<file path="src/rtl/bip_pkg.sv">
// Shared BIP1 definitions: ISA opcodes, exec-controller state encoding and
// result-frame sizing.
package bip_pkg;

  // BIP1 ISA opcodes. The instruction decoder uses the same constants.
  localparam logic [4:0] OP_HLT  = 5'b00000;
  localparam logic [4:0] OP_STO  = 5'b00001;
  localparam logic [4:0] OP_LD   = 5'b00010;
  localparam logic [4:0] OP_LDI  = 5'b00011;
  localparam logic [4:0] OP_ADD  = 5'b00100;
  localparam logic [4:0] OP_ADDI = 5'b00101;
  localparam logic [4:0] OP_SUB  = 5'b00110;
  localparam logic [4:0] OP_SUBI = 5'b00111;

  // Execution controller states.
  typedef enum logic [2:0] {
    ST_IDLE  = 3'd0,
    ST_CLEAR = 3'd1,
    ST_RUN   = 3'd2,
    ST_SEND  = 3'd3,
    ST_DONE  = 3'd4
  } exec_state_e;

  // Frame length: status byte, then accumulator bytes, then counter bytes.
  function automatic int frame_bytes(input int nb_data, input int nb_cyc);
    return 1 + nb_data / 8 + nb_cyc / 8;
  endfunction

  localparam int FRAME_BYTES = frame_bytes(16, 16);

endpackage

</file>
<file path="src/rtl/result_frame_tx.sv">
// Result snapshot registers plus a valid/ready byte serializer.
// Handshake: o_tx_valid is high for the whole frame; a byte moves on any
// edge where o_tx_valid and i_tx_ready are both high, and o_tx_data holds
// its value until that happens.
module result_frame_tx
  import bip_pkg::*;
#(
  parameter int NB_DATA = 16,
  parameter int NB_CYC  = 16
) (
  input  logic              i_clk,
  input  logic              i_rst,
  input  logic              i_clr_flag,
  input  logic              i_capture,
  input  logic              i_timeout,
  input  logic [NB_DATA-1:0] i_acc,
  input  logic [NB_CYC-1:0] i_cnt,
  input  logic              i_send,
  input  logic              i_tx_ready,
  output logic [7:0]        o_tx_data,
  output logic              o_tx_valid,
  output logic              o_last_byte_done
);

  localparam int NB    = frame_bytes(NB_DATA, NB_CYC);
  localparam int IDX_W = $clog2(NB);

  logic               timeout_q, timeout_d;
  logic [NB_DATA-1:0] acc_q, acc_d;
  logic [NB_CYC-1:0]  cnt_q, cnt_d;
  logic [IDX_W-1:0]   idx_q, idx_d;
  logic [NB*8-1:0]    frame;
  logic               xfer;
  logic               last_idx;

  assign frame      = {7'b0, timeout_q, acc_q, cnt_q};
  assign xfer       = i_send & i_tx_ready;
  assign last_idx   = (idx_q == IDX_W'(NB - 1));
  assign o_tx_valid = i_send;
  assign o_last_byte_done = xfer & last_idx;

  // Snapshot load on capture, index advance on each accepted byte.
  always_comb begin
    timeout_d = timeout_q;
    acc_d     = acc_q;
    cnt_d     = cnt_q;
    idx_d     = idx_q;
    if (i_clr_flag) begin
      timeout_d = 1'b0;
    end
    if (i_capture) begin
      timeout_d = i_timeout;
      acc_d     = i_acc;
      cnt_d     = i_cnt;
      idx_d     = '0;
    end else if (xfer) begin
      idx_d = last_idx ? '0 : idx_q + IDX_W'(1);
    end
  end

  // Byte select, MSB-first through the frame vector.
  always_comb begin
    o_tx_data = 8'h00;
    for (int b = 0; b < NB; b++) begin
      if (idx_q == IDX_W'(b)) o_tx_data = frame[(NB-1-b)*8 +: 8];
    end
  end

  // Snapshot and index registers.
  always_ff @(posedge i_clk or negedge i_rst) begin
    if (!i_rst) begin
      timeout_q <= 1'b0;
      acc_q     <= '0;
      cnt_q     <= '0;
      idx_q     <= '0;
    end else begin
      timeout_q <= timeout_d;
      acc_q     <= acc_d;
      cnt_q     <= cnt_d;
      idx_q     <= idx_d;
    end
  end

endmodule

</file>
<file path="src/rtl/bip_exec_ctrl.sv">
// BIP1 execution sequencer: clear, run until HALT or watchdog, then stream
// the {timeout, acc, count} result frame to the UART TX.
module bip_exec_ctrl
  import bip_pkg::*;
#(
  parameter int                 NB_OPCODE   = 5,
  parameter int                 NB_DATA     = 16,
  parameter int                 NB_CYC      = 16,
  parameter logic [NB_OPCODE-1:0] HALT_OPCODE = OP_HLT,
  parameter logic [NB_CYC-1:0]  MAX_CYCLES  = 16'hFFFF
) (
  input  logic                 i_clk,
  input  logic                 i_rst,
  input  logic                 i_start,
  input  logic [NB_OPCODE-1:0] i_opcode,
  input  logic [NB_DATA-1:0]   i_acc,
  input  logic                 i_tx_ready,
  output logic                 o_cpu_clr,
  output logic                 o_cpu_en,
  output logic [7:0]           o_tx_data,
  output logic                 o_tx_valid,
  output logic                 o_busy,
  output logic                 o_done,
  output exec_state_e          o_dbg_state
);

  exec_state_e       state_q, state_d;
  logic [NB_CYC-1:0] cnt_q, cnt_d;
  logic              capture;
  logic              timeout;
  logic              last_byte_done;
  logic              is_halt;
  logic              at_max;

  assign is_halt     = (i_opcode == HALT_OPCODE);
  assign at_max      = (cnt_q == MAX_CYCLES);
  assign o_dbg_state = state_q;

  // Next state, counter and outputs. HALT has priority over the watchdog,
  // and the HALT instruction itself is never enabled.
  always_comb begin
    state_d   = state_q;
    cnt_d     = cnt_q;
    o_cpu_clr = 1'b0;
    o_cpu_en  = 1'b0;
    o_busy    = 1'b0;
    o_done    = 1'b0;
    capture   = 1'b0;
    timeout   = 1'b0;
    unique case (state_q)
      ST_IDLE: begin
        if (i_start) state_d = ST_CLEAR;
      end
      ST_CLEAR: begin
        o_cpu_clr = 1'b1;
        o_busy    = 1'b1;
        cnt_d     = '0;
        state_d   = ST_RUN;
      end
      ST_RUN: begin
        o_busy   = 1'b1;
        o_cpu_en = !is_halt && !at_max;
        if (o_cpu_en) cnt_d = cnt_q + NB_CYC'(1);
        if (is_halt) begin
          capture = 1'b1;
          state_d = ST_SEND;
        end else if (at_max) begin
          capture = 1'b1;
          timeout = 1'b1;
          state_d = ST_SEND;
        end
      end
      ST_SEND: begin
        o_busy = 1'b1;
        if (last_byte_done) state_d = ST_DONE;
      end
      ST_DONE: begin
        o_done = 1'b1;
        if (i_start) state_d = ST_CLEAR;
      end
      default: state_d = ST_IDLE;
    endcase
  end

  // State and instruction counter registers.
  always_ff @(posedge i_clk or negedge i_rst) begin
    if (!i_rst) begin
      state_q <= ST_IDLE;
      cnt_q   <= '0;
    end else begin
      state_q <= state_d;
      cnt_q   <= cnt_d;
    end
  end

  result_frame_tx #(
    .NB_DATA(NB_DATA),
    .NB_CYC (NB_CYC)
  ) u_frame (
    .i_clk           (i_clk),
    .i_rst           (i_rst),
    .i_clr_flag      (o_cpu_clr),
    .i_capture       (capture),
    .i_timeout       (timeout),
    .i_acc           (i_acc),
    .i_cnt           (cnt_q),
    .i_send          (state_q == ST_SEND),
    .i_tx_ready      (i_tx_ready),
    .o_tx_data       (o_tx_data),
    .o_tx_valid      (o_tx_valid),
    .o_last_byte_done(last_byte_done)
  );

endmodule
</file>
<file path="config.mk">
export PLATFORM = sky130hd
export DESIGN_NAME = bip_exec_ctrl
export DESIGN_NICKNAME = d
export VERILOG_FILES = /design/src/rtl/bip_pkg.sv /design/src/rtl/result_frame_tx.sv /design/src/rtl/bip_exec_ctrl.sv
export SDC_FILE = /design/constraint.sdc
export NUM_CORES = 1
export LEC_CHECK = 0
export CORE_UTILIZATION = 58
export CTS_CLUSTER_DIAMETER = 120
export DETAILED_ROUTE_END_ITERATION = 12
export PLACE_DENSITY = 0.84
export SLEW_MARGIN = 20
export SYNTH_ARGS = -nofsm -noshare
export SYNTH_HDL_FRONTEND = slang
export SYNTH_SLANG_ARGS = --single-unit
</file>
<file path="constraint.sdc">
create_clock -name i_clk -period 6.1 [get_ports i_clk]
set_input_delay 0.915 -clock i_clk [delete_from_list [all_inputs] [get_ports i_clk]]
set_output_delay 0.915 -clock i_clk [all_outputs]
set_load 0.05 [all_outputs]
</file>
==> results.toml, run 1 <==
[status]
status = "finished, final reports clean"

[timing]
final-max-slew-violation-count = 0
clock_skew_ps = 4.41
rsz0062_at_grt = "no"
slew_headroom = 0.313
postLayoutSetupSlackWorst_ps = 2080
fin_crit_ps = 4020
fmax_ghz = 0.249
setup_viol = 0
min_period_over_period = 0.658
hold_viol_final = 0
tightest_slew_ps = 1030
tns_ps = 0

[critical_path]
regToRegStartpoint = "cnt_q[0]"
cp_max_fo = 17
crit_type = "register to primary output"
r2r-end = "u_frame.acc_q[12]"
setup.worst_path.end_class = "primary output"
rrSetupSlack_ps = 3660
arrival_ps = 3100
rr_worst_depth = 5
required_ps = 5180
worst_setup_path_start_kind = "register"

[clock_tree]
cts_max_level = 2
clockBufferDepth = 2
clkTransAtPathRegs_ps = 90
cts.sinks = 55
tritoncts = "yes"
clk_latency_ps = 310
cts_made_buffers = 5
hold_buffers = 0
cts_resized = 0
cts_setup_buffers = 0
clockRootBuffer = "clkbuf_8"

[place]
post-place-cells = 357
dpl_worst_slack_ps = 2100
hpwl_um = 4140
place_area_um2 = 3240
place_congestion = 1.01
io_buffers = 40

[routing]
drc = 0
wl_um = 5860
antenna_left = 0
routedWlPerCell_um = 16.1
dr.first_iter.drc_count = 189
vias = 2248
first_pass_iters = 4
viasPerCell = 6.16

[floorplanning]
fp.dieH_um = 71.7
ios = 41
dieArea_um2 = 5150
rows = 25
die_w_um = 71.7
start_util = 0.601
core_region_area_um2 = 4690

[logic_synthesis]
synth_top_area_cell = "dfrtp_1"
synth-seq-cells = 55
synth.cell_area_um2 = 2820
yosysSeqAreaShare = 0.488
syn_area_per_cell_um2 = 10.3
yosys_warnings = 0
synthTopCellsByArea = "dfrtp_1, mux2_1, a21oi_1"
synth_cells = 274
synth_top_area_frac = 0.488
synthesis.nets = 305
synth_cell_types = 44

[power_and_ir_drop]
p_switching_mw = 0.600
switching_share = 0.428
p_leak_nw = 1.50
power_frac_comb = 0.439
powerDensity_nw_per_um2 = 419
p_int_mw = 0.802
power_mw = 1.40
clkPwrFrac = 0.155
seqPwrFrac = 0.406
vdd_drop_max_mv = 0.247

[min_path]
worstHoldPathType = "register to register"
whs_endpoint = "u_frame.cnt_q[8]"
worstHoldPathCells = 1
hold_start = "u_frame.cnt_q[8]"

[grt]
grt_usage = 0.244
grt_use_met3 = 0.0534
met1_usage = 0.334
use_met2 = 0.379
grt_pass1_wl_um = 9660
overflow = 0
antenna_found_initial = 0
grt_pass1_vias = 2068
grt_max_degree = 56
busiest_layer = "met2"

[run]
maxCapViolations = 0

[final_layout]
fin_area_um2 = 3340
antenna_cells = 0
area_delta_synth_final_pct = 18.5
fin_nets = 341
drive_gt1_frac = 0.0514
final_cells = 365
==> power groups by stage <==
stage          registers [mW]  logic, mW  clock network, mW
2_1_floorplan           0.563      0.424                  0
6_report                0.570      0.615              0.217
4_1_cts                 0.567      0.616              0.223
3_5_place_dp            0.575      0.612                  0
5_1_grt                 0.584      0.665              0.233
3_3_place_gp            0.568      0.596                  0
==> cell families after synthesis <==
group / after synthesis / synth area share
flip-flops: 55 / 0.488
XOR/XNOR: 6 / 0.0186
multiplexers: 32 / 0.127
buffers and inverters: 21 / 0.0293
AO/OA/AOI/OAI: 60 / 0.127
adder cells (fa/ha/maj): 6 / 0.0266
AND/OR/NAND/NOR: 94 / 0.183
==> state kept, by name (all words and copies together), names as in the netlist <==
signal             cells
u_frame.idx_q          3
o_dbg_state            3
u_frame.timeout_q      1
cnt_q                 16
u_frame.cnt_q         16
u_frame.acc_q         16
==> synth_stat cells (all sizes together) <==
cell type	count
nor4	4
mux2i	2
a22oi	8
a211oi	1
o31ai	2
nand2	28
xnor2	5
o211ai	1
nand3b	8
nor2b	1
a31oi	1
dfrtp	55
o21a	1
buf	3
nand4	7
a21boi	1
o22ai	1
nand3	6
or4	4
nor3b	3
and3b	1
or3	1
clkbuf	9
and3	1
and2	2
a32o	1
nor2	17
or3b	1
mux2	30
a311o	1
and4	1
inv	9
nand2b	1
xor2	1
ha	6
a21oi	27
nor3	8
o21ai	15
==> metrics by stage <==
step	utilization	hold WS, ps
after floorplan	-	456
after global placement	0.691	472
after detailed placement	0.691	482
after CTS	0.712	503
after global routing	0.712	515
final	0.712	501
==> worst max path at each step <==
stage                           from           end  slack [ps]
detailed placement       i_opcode[0]      o_cpu_en        2100
finish              u_frame.idx_q[2]  o_tx_data[4]        2080
floorplan           u_frame.idx_q[2]  o_tx_data[5]        2760
CTS                      i_opcode[0]      o_cpu_en        2100
global placement         i_opcode[0]      o_cpu_en        2150
global route        u_frame.idx_q[0]  o_tx_data[1]        1870
==> layout by cell type, fill, tap and decap left out, types with 8 or more instances in the layout <==
cell type / n
a21oi_1: 27
a22oi_1: 8
clkdlybuf4s50_1: 39
dfrtp_1: 55
mux2_1: 30
nand2_1: 28
nand3b_1: 8
nor2_1: 17
nor3_1: 8
o21ai_0: 11
==> area by class of cell <==
cell class	count	area, um^2
Fill cell	361	1350
Clock buffer	8	100
Multi-Input combinational cell	198	1360
Tap cell	54	67.6
Timing Repair Buffer	41	403
Inverter	9	33.8
Sequential cell	55	1380
==> critical path: stages, from the launching register on <==
cell	delay [ps]
dfrtp_1	510
inv_1	110
ha_1	540
nor2b_1	520
a22oi_1	130
o21ai_0	130
clkdlybuf4s50_1	840
==> routing by layer <==
| metal | vias to the layer above | part of all wire |
|---|---|---|
| met1 | 1093 | 0.44 |
| met4 | 0 | 0.025 |
| li1 | 1062 | - |
| met3 | 15 | 0.060 |
| met5 | - | 0 |
| met2 | 78 | 0.47 |
(Power assumes the default switching activity.)
==> inputs of run 2 (changes only) <==
--- a/config.mk
+++ b/config.mk
@@ -5,10 +5,10 @@
 export SDC_FILE = /design/constraint.sdc
 export NUM_CORES = 1
 export LEC_CHECK = 0
-export CORE_UTILIZATION = 58
+export CORE_UTILIZATION = 54
 export CTS_CLUSTER_DIAMETER = 120
 export DETAILED_ROUTE_END_ITERATION = 12
-export PLACE_DENSITY = 0.84
+export PLACE_DENSITY = 0.79
 export SLEW_MARGIN = 20
 export SYNTH_ARGS = -nofsm -noshare
 export SYNTH_HDL_FRONTEND = slang
==> constraint.sdc (replaced) <==
create_clock -name i_clk -period 3.9 [get_ports i_clk]
set_input_delay 0.585 -clock i_clk [delete_from_list [all_inputs] [get_ports i_clk]]
set_output_delay 0.585 -clock i_clk [all_outputs]
set_load 0.05 [all_outputs]
==> results.toml, run 2 (synthesized netlist as in run 1, its figures left out) <==
[critical_path]
cp_max_fo = 9
worst_setup_path_start_kind = "register"
slowest_delay_ps = 830
required_ps = 3310
crit_top_cell = "a21oi_1"
slowest_stage = "clkdlybuf4s50_1"
crit_chain = "inv_1 -> ha_1 -> nand3b_1 -> a21oi_1 -> a21oi_1 -> or3_1 -> a21oi_1 -> clkdlybuf4s50_1"
rr_worst_depth = 6
crit_type = "register to primary output"
arrival_ps = 2870
setup.worst_path.end_class = "primary output"

[routing]
first_pass_iters = 4
wl_um = 6340
drc = 0
viasPerCell = 5.96
dr.first_iter.drc_count = 146
antenna_left = 0
vias = 2264
routedWlPerCell_um = 16.7

[floorplanning]
start_util = 0.578
die_w_um = 74.3
ios = 41
rows = 25
dieArea_um2 = 5520
core_region_area_um2 = 4880
fp.dieH_um = 74.3

[power_and_ir_drop]
p_switching_mw = 0.954
vdd_drop_max_mv = 0.347
seqPwrFrac = 0.392
p_leak_nw = 1.52
powerDensity_nw_per_um2 = 665
p_int_mw = 1.30
power_frac_comb = 0.434
switching_share = 0.423
clkPwrFrac = 0.174

[final_layout]
final_cell_mix = "dfrtp_1, clkdlybuf4s50_1, mux2_1"
drive_gt1_frac = 0.0607
fin_nets = 343
area_delta_synth_final_pct = 20.2
antenna_cells = 0
final_util = 0.695
reg_top3 = "cnt_q: 16 flops, u_frame.acc_q: 16 flops, u_frame.cnt_q: 16 flops"
final_common_cell = "dfrtp_1"

[clock_tree]
clockRootBuffer = "clkbuf_8"
cts_made_buffers = 5
cts.sinks = 55
clkTransAtPathRegs_ps = 100
cts_resized = 0
tritoncts = "yes"
clk_latency_ps = 310
cts_max_level = 2
clockBufferDepth = 2
hold_buffers = 0
cts_setup_buffers = 0

[grt]
grt_max_degree = 35
grt_pass1_vias = 2267
grt_pass1_wl_um = 10600
overflow = 0
grt_usage = 0.256
antenna_found_initial = 0

[place]
place_congestion = 0.929
io_buffers = 40
hpwl_um = 4570

[timing]
final-max-slew-violation-count = 0
fmax_ghz = 0.289
tns_ps = 0
hold_viol_final = 0
min_period_over_period = 0.887
tightest_slew_ps = 1040
fin_crit_ps = 3460
clock_skew_ps = 7.95
slew_headroom = 0.302
setup_viol = 0
rsz0062_at_grt = "no"

[run]
maxCapViolations = 0

[status]
status = "finished, final reports clean"

[min_path]
worstHoldPathType = "input port to async pin"
-- run 2: cell types whose count changed in the layout (fill, tap and decap cells not counted), sizes merged --
cell,delta
clkinv,+1
bufinv,+1
clkbuf,-2
buf,+2
-- run 2: power by group through the flow --
stage,combinational [mW],sequential (mW),clock [mW]
final,0.979,0.885,0.392
after global routing,1.06,0.913,0.417
after CTS,0.981,0.886,0.400
after detailed placement,0.973,0.897,0
after global placement,0.943,0.887,0
after floorplan,0.663,0.881,0
-- run 2: layer usage --
layer  GRT usage  share of wire  vias up
met2       0.433           0.50       57
li1            -              -     1063
met3      0.0528          0.046        8
met4      0.0985          0.013        0
met1       0.326           0.44     1136
met5           0              0        -
-- run 2: final timing paths --
check                      slack, ps        startpoint          endpoint
min                              280             i_rst  u_frame.acc_q[8]
max                              440  u_frame.idx_q[1]      o_tx_data[0]
max in group asynchronous       2810             i_rst         cnt_q[12]
min reg2reg                      500  u_frame.cnt_q[2]  u_frame.cnt_q[2]
max reg2reg                     1390          cnt_q[0]  u_frame.cnt_q[4]
min in group i_clk               500  u_frame.cnt_q[2]  u_frame.cnt_q[2]
-- run 2: per-stage QoR --
step / cell area, um^2 / hold slack, ps / instances / power, mW / worst slack [ps]
3_5_place_dp: 3270 / 478 / 372 / 1.87 / 557
3_3_place_gp: 3270 / 471 / 372 / 1.83 / 594
5_1_grt: 3390 / 337 / 380 / 2.39 / 298
6_report: 3390 / 280 / 380 / 2.26 / 441
2_1_floorplan: 2820 / 289 / 274 / 1.54 / 888
4_1_cts: 3390 / 296 / 380 / 2.27 / 421
-- run 2: final cells by class --
cell class | count | area (um^2)
Fill cell | 377 | 1490
Sequential cell | 55 | 1380
Multi-Input combinational cell | 198 | 1360
Timing Repair Buffer | 43 | 418
Tap cell | 67 | 83.8
Clock buffer | 6 | 82.6
Clock inverter | 2 | 35.0
Inverter | 9 | 33.8
-- run 2: worst max-delay path: cells and delay by family (launching register included) --
| family | cells | cell delay (ps) |
|---|---|---|
| buffers and inverters | 2 | 910 |
| adder cells (fa/ha/maj) | 1 | 310 |
| flip-flops | 1 | 400 |
| AND/OR/NAND/NOR | 2 | 530 |
| AO/OA/AOI/OAI | 3 | 400 |
